--- src/rtl/rast_pkg.sv ---
// ---------------------------------------------------------------------------
// rast_pkg
//   Types and constants shared along the rasterizer triangle interface,
//   plus the mesh image that the feeder's ROM serves.
//   - COORD_W          : coordinate width (9 bits)
//   - vert_t           : one vertex, [X_IDX]=x, [Y_IDX]=y, [Z_IDX]=z
//   - tri_t            : {v1, v2, v3}, v1 in the MSBs (81 bits)
//   - state_t          : feeder FSM states
//   - mesh_vert/word   : mesh ROM contents as a function of triangle index
// ---------------------------------------------------------------------------
package rast_pkg;

    localparam int COORD_W = 9;
    localparam int X_IDX   = 2;
    localparam int Y_IDX   = 1;
    localparam int Z_IDX   = 0;
    localparam int TRI_W   = 9 * COORD_W;

    typedef logic [2:0][COORD_W-1:0] vert_t;

    typedef struct packed {
        vert_t v1;
        vert_t v2;
        vert_t v3;
    } tri_t;

    typedef enum logic [2:0] {
        S_IDLE,
        S_FETCH,
        S_WAIT,
        S_XFORM,
        S_OFFER
    } state_t;

    // Mesh image: x/y stay on-screen (<240) so an unshifted frame is sent
    // verbatim; triangle 0 vertex 1 sits near the bottom-right corner so
    // that small offsets already push it into the clamp.
    function automatic vert_t mesh_vert(input int unsigned tri_idx, input int unsigned k);
        vert_t v;
        v[X_IDX] = COORD_W'((200 + 61 * tri_idx + 13 * k) % 240);
        v[Y_IDX] = COORD_W'((230 + 29 * tri_idx + 71 * k) % 240);
        v[Z_IDX] = COORD_W'((17 + 43 * tri_idx + 11 * k) % 512);
        return v;
    endfunction

    function automatic tri_t mesh_word(input int unsigned tri_idx);
        tri_t t;
        t.v1 = mesh_vert(tri_idx, 0);
        t.v2 = mesh_vert(tri_idx, 1);
        t.v3 = mesh_vert(tri_idx, 2);
        return t;
    endfunction

endpackage

--- src/rtl/tri_feeder_rom.sv ---
// ---------------------------------------------------------------------------
// xilinx_true_dual_port_read_first_2_clock_ram
//   Mesh ROM in the shape of the Xilinx dual-clock BRAM template with the
//   output register enabled (2-cycle read latency). The contents are the
//   constant mesh image from rast_pkg, so both ports are read-only.
//   Ports (per port a/b):
//     clk*    clock              addr*   read address
//     en*     array read enable  rst*    sync clear of output register
//     regce*  output reg enable  dout*   read data (2 cycles after addr)
// ---------------------------------------------------------------------------
module xilinx_true_dual_port_read_first_2_clock_ram
    import rast_pkg::*;
#(
    parameter int RAM_WIDTH = 81,
    parameter int RAM_DEPTH = 12,
    parameter int ADDR_W    = 4
) (
    input  logic                 clka,
    input  logic [ADDR_W-1:0]    addra,
    input  logic                 ena,
    input  logic                 rsta,
    input  logic                 regcea,
    output logic [RAM_WIDTH-1:0] douta,
    input  logic                 clkb,
    input  logic [ADDR_W-1:0]    addrb,
    input  logic                 enb,
    input  logic                 rstb,
    input  logic                 regceb,
    output logic [RAM_WIDTH-1:0] doutb
);

    logic [RAM_WIDTH-1:0] ram_a_p0;
    logic [RAM_WIDTH-1:0] ram_b_p0;

    // array read stage
    always_ff @(posedge clka) begin
        if (ena) begin
            ram_a_p0 <= RAM_WIDTH'(mesh_word(32'(addra)));
        end
    end

    always_ff @(posedge clkb) begin
        if (enb) begin
            ram_b_p0 <= RAM_WIDTH'(mesh_word(32'(addrb)));
        end
    end

    // output register stage
    always_ff @(posedge clka) begin
        if (rsta) begin
            douta <= '0;
        end else if (regcea) begin
            douta <= ram_a_p0;
        end
    end

    always_ff @(posedge clkb) begin
        if (rstb) begin
            doutb <= '0;
        end else if (regceb) begin
            doutb <= ram_b_p0;
        end
    end

endmodule

--- src/rtl/tri_feeder_xform.sv ---
// ---------------------------------------------------------------------------
// vert_xform
//   Offsets one vertex by the frame's screen translation and clamps it to
//   the visible area; z passes through. The output register loads only
//   while en is high, so it holds the offered vertex stable otherwise.
//   Ports:
//     clk_in, rst_n_in  clock, asynchronous active-low reset
//     en                load the transformed vertex
//     v_in              raw vertex from the mesh ROM
//     x_off, y_off      latched frame offsets
//     v_out             registered, clamped vertex
// ---------------------------------------------------------------------------
module vert_xform
    import rast_pkg::*;
#(
    parameter int WIDTH  = 240,
    parameter int HEIGHT = 240
) (
    input  logic               clk_in,
    input  logic               rst_n_in,
    input  logic               en,
    input  vert_t              v_in,
    input  logic [COORD_W-1:0] x_off,
    input  logic [COORD_W-1:0] y_off,
    output vert_t              v_out
);

    // Sum in COORD_W+1 bits so a wrapped 9-bit result can never slip under
    // the limit.
    function automatic logic [COORD_W-1:0] add_clamp(
        input logic [COORD_W-1:0] a,
        input logic [COORD_W-1:0] b,
        input int unsigned        lim
    );
        logic [COORD_W:0] sum;
        sum = {1'b0, a} + {1'b0, b};
        if (sum > (COORD_W + 1)'(lim)) begin
            return COORD_W'(lim);
        end
        return sum[COORD_W-1:0];
    endfunction

    always_ff @(posedge clk_in or negedge rst_n_in) begin
        if (!rst_n_in) begin
            v_out <= '0;
        end else if (en) begin
            v_out[X_IDX] <= add_clamp(v_in[X_IDX], x_off, WIDTH - 1);
            v_out[Y_IDX] <= add_clamp(v_in[Y_IDX], y_off, HEIGHT - 1);
            v_out[Z_IDX] <= v_in[Z_IDX];
        end
    end

endmodule

--- src/rtl/tri_feeder.sv ---
// ---------------------------------------------------------------------------
// tri_feeder
//   Source end of the rasterizer triangle interface. Each frame it walks the
//   mesh ROM, offsets/clamps every triangle and offers it with valid_tri
//   until the rasterizer accepts it (valid_tri && ready_in).
//   Ports:
//     clk_in, rst_n_in   clock, asynchronous active-low reset
//     new_frame          1-cycle request to send the mesh
//     x_off, y_off       screen offset, latched at frame start
//     ready_in           rasterizer ready
//     vert1..vert3       offered triangle vertices
//     valid_tri          triangle valid
//     obj_done           offered triangle is the last of the mesh
//     busy               frame in progress
//     frame_drop         pulse: request discarded, one already pending
// ---------------------------------------------------------------------------
module tri_feeder
    import rast_pkg::*;
#(
    parameter int NUM_TRIS = 12,
    parameter int WIDTH    = 240,
    parameter int HEIGHT   = 240
) (
    input  logic               clk_in,
    input  logic               rst_n_in,
    input  logic               new_frame,
    input  logic [COORD_W-1:0] x_off,
    input  logic [COORD_W-1:0] y_off,
    input  logic               ready_in,
    output vert_t              vert1,
    output vert_t              vert2,
    output vert_t              vert3,
    output logic               valid_tri,
    output logic               obj_done,
    output logic               busy,
    output logic               frame_drop
);

    localparam int IDX_W = (NUM_TRIS > 1) ? $clog2(NUM_TRIS) : 1;
    localparam logic [IDX_W-1:0] LAST_IDX = IDX_W'(NUM_TRIS - 1);

    state_t             state;
    logic [IDX_W-1:0]   idx;
    logic               pending;
    logic               wait_cnt;
    logic [COORD_W-1:0] x_off_q;
    logic [COORD_W-1:0] y_off_q;
    tri_t               rom_word;
    logic               xform_en;

    // The ROM address follows idx directly; idx only moves on frame start
    // or a transfer, so the word is settled by the time XFORM samples it.
    xilinx_true_dual_port_read_first_2_clock_ram #(
        .RAM_WIDTH (TRI_W),
        .RAM_DEPTH (NUM_TRIS),
        .ADDR_W    (IDX_W)
    ) u_mesh_rom (
        .clka   (clk_in),
        .addra  (idx),
        .ena    (1'b1),
        .rsta   (1'b0),
        .regcea (1'b1),
        .douta  (rom_word),
        .clkb   (clk_in),
        .addrb  ('0),
        .enb    (1'b0),
        .rstb   (1'b0),
        .regceb (1'b0),
        .doutb  ()
    );

    assign xform_en = (state == S_XFORM);

    vert_xform #(.WIDTH(WIDTH), .HEIGHT(HEIGHT)) u_xform_v1 (
        .clk_in (clk_in), .rst_n_in (rst_n_in), .en (xform_en),
        .v_in (rom_word.v1), .x_off (x_off_q), .y_off (y_off_q), .v_out (vert1)
    );

    vert_xform #(.WIDTH(WIDTH), .HEIGHT(HEIGHT)) u_xform_v2 (
        .clk_in (clk_in), .rst_n_in (rst_n_in), .en (xform_en),
        .v_in (rom_word.v2), .x_off (x_off_q), .y_off (y_off_q), .v_out (vert2)
    );

    vert_xform #(.WIDTH(WIDTH), .HEIGHT(HEIGHT)) u_xform_v3 (
        .clk_in (clk_in), .rst_n_in (rst_n_in), .en (xform_en),
        .v_in (rom_word.v3), .x_off (x_off_q), .y_off (y_off_q), .v_out (vert3)
    );

    always_ff @(posedge clk_in or negedge rst_n_in) begin
        if (!rst_n_in) begin
            state      <= S_IDLE;
            idx        <= '0;
            pending    <= 1'b0;
            wait_cnt   <= 1'b0;
            x_off_q    <= '0;
            y_off_q    <= '0;
            valid_tri  <= 1'b0;
            obj_done   <= 1'b0;
            busy       <= 1'b0;
            frame_drop <= 1'b0;
        end else begin
            frame_drop <= 1'b0;

            // Requests during a frame queue one deep; a further one is lost.
            if (state != S_IDLE && new_frame) begin
                if (pending) begin
                    frame_drop <= 1'b1;
                end else begin
                    pending <= 1'b1;
                end
            end

            case (state)
                S_IDLE: begin
                    if (pending || new_frame) begin
                        x_off_q <= x_off;
                        y_off_q <= y_off;
                        idx     <= '0;
                        busy    <= 1'b1;
                        // Starting from pending while a fresh request
                        // arrives: the fresh one becomes the new pending.
                        pending <= pending & new_frame;
                        state   <= S_FETCH;
                    end
                end
                S_FETCH: begin
                    wait_cnt <= 1'b0;
                    state    <= S_WAIT;
                end
                S_WAIT: begin
                    if (wait_cnt) begin
                        state <= S_XFORM;
                    end else begin
                        wait_cnt <= 1'b1;
                    end
                end
                S_XFORM: begin
                    valid_tri <= 1'b1;
                    obj_done  <= (idx == LAST_IDX);
                    state     <= S_OFFER;
                end
                S_OFFER: begin
                    if (ready_in) begin
                        valid_tri <= 1'b0;
                        obj_done  <= 1'b0;
                        if (idx == LAST_IDX) begin
                            busy  <= 1'b0;
                            state <= S_IDLE;
                        end else begin
                            idx   <= idx + IDX_W'(1);
                            state <= S_FETCH;
                        end
                    end
                end
                default: state <= S_IDLE;
            endcase
        end
    end

endmodule
--- config.mk ---
export PLATFORM = sky130hd
export DESIGN_NAME = tri_feeder
export DESIGN_NICKNAME = d
export VERILOG_FILES = /design/src/rtl/rast_pkg.sv /design/src/rtl/tri_feeder_rom.sv /design/src/rtl/tri_feeder_xform.sv /design/src/rtl/tri_feeder.sv
export SDC_FILE = /design/constraint.sdc
export NUM_CORES = 1
export LEC_CHECK = 0
export ABC_AREA = 1
export CAP_MARGIN = 10
export CORE_UTILIZATION = 55
export DETAILED_ROUTE_END_ITERATION = 7
export GPL_ROUTABILITY_DRIVEN = 0
export MAX_ROUTING_LAYER = met4
export PLACE_DENSITY = 0.76
export SYNTH_ARGS = -nofsm -noshare
export SYNTH_HDL_FRONTEND = slang
export SYNTH_SLANG_ARGS = --single-unit
--- constraint.sdc ---
create_clock -name clk_in -period 8.5 [get_ports clk_in]
set_clock_uncertainty 0.2 [all_clocks]
set_input_delay 1.275 -clock clk_in [delete_from_list [all_inputs] [get_ports clk_in]]
set_output_delay 1.275 -clock clk_in [all_outputs]
set_load 0.01 [all_outputs]
# After elaboration in Yosys (flattened, before gate mapping)
# Cells that the tools add are included.
dict set report totals {
  reg_bits 274
  in_bits 22
  output_inout_bits 85
  word_cells 121
}
dict set report op_classes {
  n_addsub 16
  n_mul 3
  n_div 6
  n_lt_le_gt_ge 6
  eq_ne 10
  muxes 46
  bitwise_logic 1
  n_reduce_logical 12
}
# op n
set op_table {}
lappend op_table {{remainder unit 32 x 8 -> 32 bit (second input constant)} 6}
lappend op_table {{two-way mux 9 bit} 12}
lappend op_table {{adder 9 x 9 -> 10 bit} 6}
lappend op_table {{greater-than comparator 10 x 8 -> 1 bit (second input constant)} 6}
lappend op_table {{adder 32 x 4 -> 32 bit (second input constant)} 1}
lappend op_table {{adder 32 x 5 -> 32 bit (second input constant)} 1}
lappend op_table {{adder 32 x 7 -> 32 bit (second input constant)} 1}
lappend op_table {{adder 32 x 8 -> 32 bit (second input constant)} 1}
lappend op_table {{two-way mux 1 bit} 22}
lappend op_table {{one-hot mux 3 bit (5 select lines)} 1}
lappend op_table {{two-way mux 4 bit} 3}
lappend op_table {{adder 8 x 10 -> 11 bit (first input constant)} 1}
lappend op_table {{adder 8 x 9 -> 10 bit (first input constant)} 1}
lappend op_table {{multiplier 6 x 4 -> 10 bit (first input constant)} 1}
lappend op_table {{!= test 2 bit (second input constant)} 5}
lappend op_table {{adder 5 x 9 -> 9 bit (first input constant)} 1}
lappend op_table {{adder 9 x 4 -> 9 bit (second input constant)} 1}
lappend op_table {{adder 9 x 5 -> 9 bit (second input constant)} 1}
lappend op_table {{multiplier 5 x 4 -> 9 bit (first input constant)} 1}
lappend op_table {{multiplier 6 x 4 -> 9 bit (first input constant)} 1}
lappend op_table {{two-way mux 3 bit} 3}
lappend op_table {{one-hot mux 1 bit (2 select lines)} 4}
lappend op_table {{one-hot mux 4 bit (2 select lines)} 1}
lappend op_table {{AND reduction 4 bit} 2}
lappend op_table {{other kinds (13)} 17}

# Longest topological paths before layout
dict set report logic_depth {
  ltp_word 5
  ltp_mapped 32
  depth_no_buf 32
}

# By module
# A second synthesis with hierarchy kept.
dict set report hier_totals {
  cells_unflattened 3263
  area_unflattened_um2 25059.0
}
# mod instances cells_per_inst area_each_um2
set modules_own_cells {}
lappend modules_own_cells {xilinx_true_dual_port_read_first_2_clock_ram 1 2220 17438.0}
lappend modules_own_cells {vert_xform 3 293 2075.7}
lappend modules_own_cells {tri_feeder 1 164 1393.8}

# Least setup slack after synthesis
# OpenSTA, ideal clock, no wires.
dict set report synth_timing {
  path_type {register -> register}
  start {register idx[1]}
  end {register u_mesh_rom.ram_a_p0[78]}
  arrival_time_ns 4.777
  setup_slack_ns 3.411
  stages_incl_launch_ff 29
  synth_period_minus_slack_ns 5.089
  cell_sequence {dfrtp_1 inv_1 ha_1 inv_1 fa_1 ha_1 ha_1 inv_1 fa_1 inv_2 nand3_1 nand3_1 nand2_2 nor2_2 nand2_2 inv_2 ha_1 o21ai_2 nand3_1 nand2_2 nand2_2 nor2_2 nand2_1 nand3_2 nand2_2 a21oi_4 o21ai_2 nand2_1 nand2_1}
}
dict set report synth_between {
  elab_chain_len 3
}
# item line_no
set synth_lines {}
lappend synth_lines {{start: declaration} tri_feeder.sv:43} ;# logic [IDX_W-1:0] idx;
lappend synth_lines {{start signal: assignment} tri_feeder.sv:150} ;# idx <= idx + IDX_W'(1);
lappend synth_lines {{multiplier 6 x 4 -> 10 bit} rast_pkg.sv:40} ;# v[X_IDX] = COORD_W'((200 + 61 * tri_idx + 13 * k) % 240);
lappend synth_lines {{adder 8 x 10 -> 11 bit} rast_pkg.sv:40}
lappend synth_lines {{remainder unit 32 x 8 -> 32 bit} rast_pkg.sv:40}
lappend synth_lines {{end signal: assignment} tri_feeder_rom.sv:38} ;# ram_a_p0 <= RAM_WIDTH'(mesh_word(32'(addra)));
lappend synth_lines {{end: declaration} tri_feeder_rom.sv:32} ;# logic [RAM_WIDTH-1:0] ram_a_p0;
# No other way between the ends.
# A chain may end at the register's enable or synchronous reset.

# Worst setup path in the final report
dict set report layout_timing {
  start {register idx[1]}
  end {register u_mesh_rom.ram_a_p0[49]}
}
dict set report layout_between {
  elab_chain_len 4
}
# item line_no
set layout_lines {}
lappend layout_lines {{multiplier 6 x 4 -> 10 bit} rast_pkg.sv:40}
lappend layout_lines {{adder 8 x 10 -> 11 bit} rast_pkg.sv:40}
lappend layout_lines {{adder 32 x 4 -> 32 bit} rast_pkg.sv:40}
lappend layout_lines {{remainder unit 32 x 8 -> 32 bit} rast_pkg.sv:40}
# No other way between the ends.

==> run summary <==
max capacitance violation total = 0
CP Class = reg -> reg
largest net degree at the start of global routing = 95
initial antenna violation count = 0
Slew @ Worst Pin = 0.960 ns
Die X = 157 um
area post-placement = 14700 um^2
met3 Use GR = 0.0182
count leader, synth = nand2_1
via count = 10600
Clock Pin Slew Worst Setup and Hold Paths = 0.07 ns
post-synthesis cell count = 1634
vias per cell = 5.07
Fmax = 168 MHz
synth cell count leaders = 449 x nand2_1, 212 x inv_1, 138 x dfxtp_1
gr usage total = 0.245
grt met1 use = 0.320
number of DRC markers in iteration 0 = 632
most used flip-flop cell after synthesis = dfxtp_1
Worst-Skew Late Latency = 0.52 ns
Critical Path End Type = flip-flop
fin. max-slew vios = 0
TritonCTS Buffers = 24
RSZ-0062 raised after global routing = no
Ports = 107
met2 usage = 0.409
vias in the first global route = 9978
clk sinks = 249
startpoint types = flip-flop
CTS Hold Bufs = 0
max_slew headroom = 0.359
Synth Cell Area = 13300 um^2
H-tree depth = 1
R2R depth = 29
Routed Wire Length = 28.7 mm
Finished Layout Cells = 2084
Warnings, synthesis = 0
FF-to-FF End = u_mesh_rom.ram_a_p0[49]
total die area = 24800 um^2
Seq/Total Area, Yosys = 0.417
post-synth cell types = 57
Initial Util = 0.563
CP max FO = 18
Antenna Nets Post-Route = 0
Core Region = 23600 um^2
Final Hold Violating Endpoints = 0
post_cts resized = 0
post-CTS setup repair buffer count = 0
EDFF count, synth = 0
Hold/Removal Path Class = reg -> reg
Layout Nets = 1894
WHS Endpoint = u_mesh_rom.douta[67]
grt total ovfl = 0
Crit path top cell by count = nand2_1
CTS tree = built
Hold Startpoint = u_mesh_rom.ram_a_p0[67]
I/O Buffers = 106
status = completed
Yosys top cell area share = 0.209
Worst path max stage delay = 0.85 ns
CP arrival = 6.16 ns
leading area contributor after synthesis = dfrtp_1
Die Y = 157 um
share of cells above drive strength 1 = 0.0884
GRT Max-Usage Layer = met2
synth-to-layout area growth = 16.7%
post-detail-place hpwl = 21.6 mm
Final Util = 0.656
crit path max-delay cell type = dfrtp_1
Synth async-reset ratio = 0.446
setup tns final = 0 ns
Min-Delay Path Depth = 0
CP required = 8.71 ns
# DRC = 0
worst reg-to-reg setup slack = 2.55 ns
number of setup violations in the final report = 0
RR Startpoint = idx[1]
Seq cells post-synth = 249
drt first pass iters = 5
first-pass GRT wire length = 47.6 mm
Root Buffer = clkbuf_16
cell area after layout = 15500 um^2
Rows = 56
Max clock buf depth = 3
Antenna Cells = 0
part of the cycle the worst path needs = 0.701
Placed Cells = 2040
Tmin final = 5.95 ns
routed len/inst = 13.8 um
top cells by area, synth = dfrtp_1 21%, dfxtp_1 21%, nand2_1 13%
Avg Synthesized Cell Area = 8.13 um^2
## cells by family after synthesis
group                    Yosys count  share of synthesized area
AND/OR/NAND/NOR                  754                      0.250
buffers and inverters            253                     0.0722
flip-flops                       249                      0.417
AO/OA/AOI/OAI                    179                     0.0817
adder cells (fa/ha/maj)          125                      0.128
XOR/XNOR                          72                     0.0497
other                              1                   0.000282
multiplexers                       1                   0.000754
## routing by layer
metal / vias up / routed length (um)
met5: - / 0
met3: 46 / 1040
li1: 5403 / -
met4: 0 / 630
met1: 4861 / 13400
met2: 255 / 13600
## through the flow
step / hold slack [ns] / worst slack (ns)
finish: 0.123 / 2.55
global route: 0.130 / 2.05
CTS: 0.121 / 2.61
detailed placement: 0.112 / 2.64
global placement: 0.110 / 2.86
floorplan: 0.110 / 3.41
## how the worst max path moves through the flow
stage,startpoint,end,depth (start not counted)
after global placement,idx[1],u_mesh_rom.ram_a_p0[78],29
final,idx[1],u_mesh_rom.ram_a_p0[49],29
after detailed placement,idx[1],u_mesh_rom.ram_a_p0[76],29
after CTS,idx[1],u_mesh_rom.ram_a_p0[76],29
after global routing,idx[1],u_mesh_rom.ram_a_p0[78],31
after floorplan,idx[1],u_mesh_rom.ram_a_p0[78],28
## critical path, delay by kind of cell (launching register included)
kind / cells / cell delay, ns
simple gates: 18 / 1.74
flops: 1 / 0.85
buf+inv: 6 / 1.04
fa+ha+maj: 5 / 2.00
## cell usage in the layout (no fill, tap or decap), types with 5 or more instances in the layout
master / instances
inv_1: 211
clkdlybuf4s50_1: 105
o21ai_0: 60
o21bai_1: 14
nand3_1: 100
dfxtp_1: 138
nand4_1: 17
o21ai_2: 5
clkbuf_16: 26
nor2_2: 17
inv_2: 15
dfrtp_1: 111
nand3_2: 10
nand2_1: 449
nor2_4: 6
fa_1: 18
clkinv_2: 6
o31ai_1: 8
nand2_2: 35
buf_4: 6
or2_2: 5
xor2_1: 43
xnor2_1: 25
ha_1: 107
nor2_1: 89
o22ai_1: 9
a21oi_1: 53
nor3_1: 15
## area by class of cell
type	instances	area (um^2)
multi-input combinational	1133	6800
sequential	249	5540
fill	1967	8120
inverter	228	856
clock inverter	13	119
timing repair buffer	111	1100
tap	319	399
clock buffer	31	689
## sequential cells by signal, indices dropped and copies added (netlist names), 3 cells and up
register / cells
idx: 4
state: 3
u_mesh_rom.douta: 69
u_mesh_rom.ram_a_p0: 69
u_xform_v1.v_out: 26
u_xform_v2.v_out: 27
u_xform_v3.v_out: 27
x_off_q: 9
y_off_q: 9
Power is not shown: default switching activity piles up to over one toggle a cycle in this logic, so the estimate is an artifact.
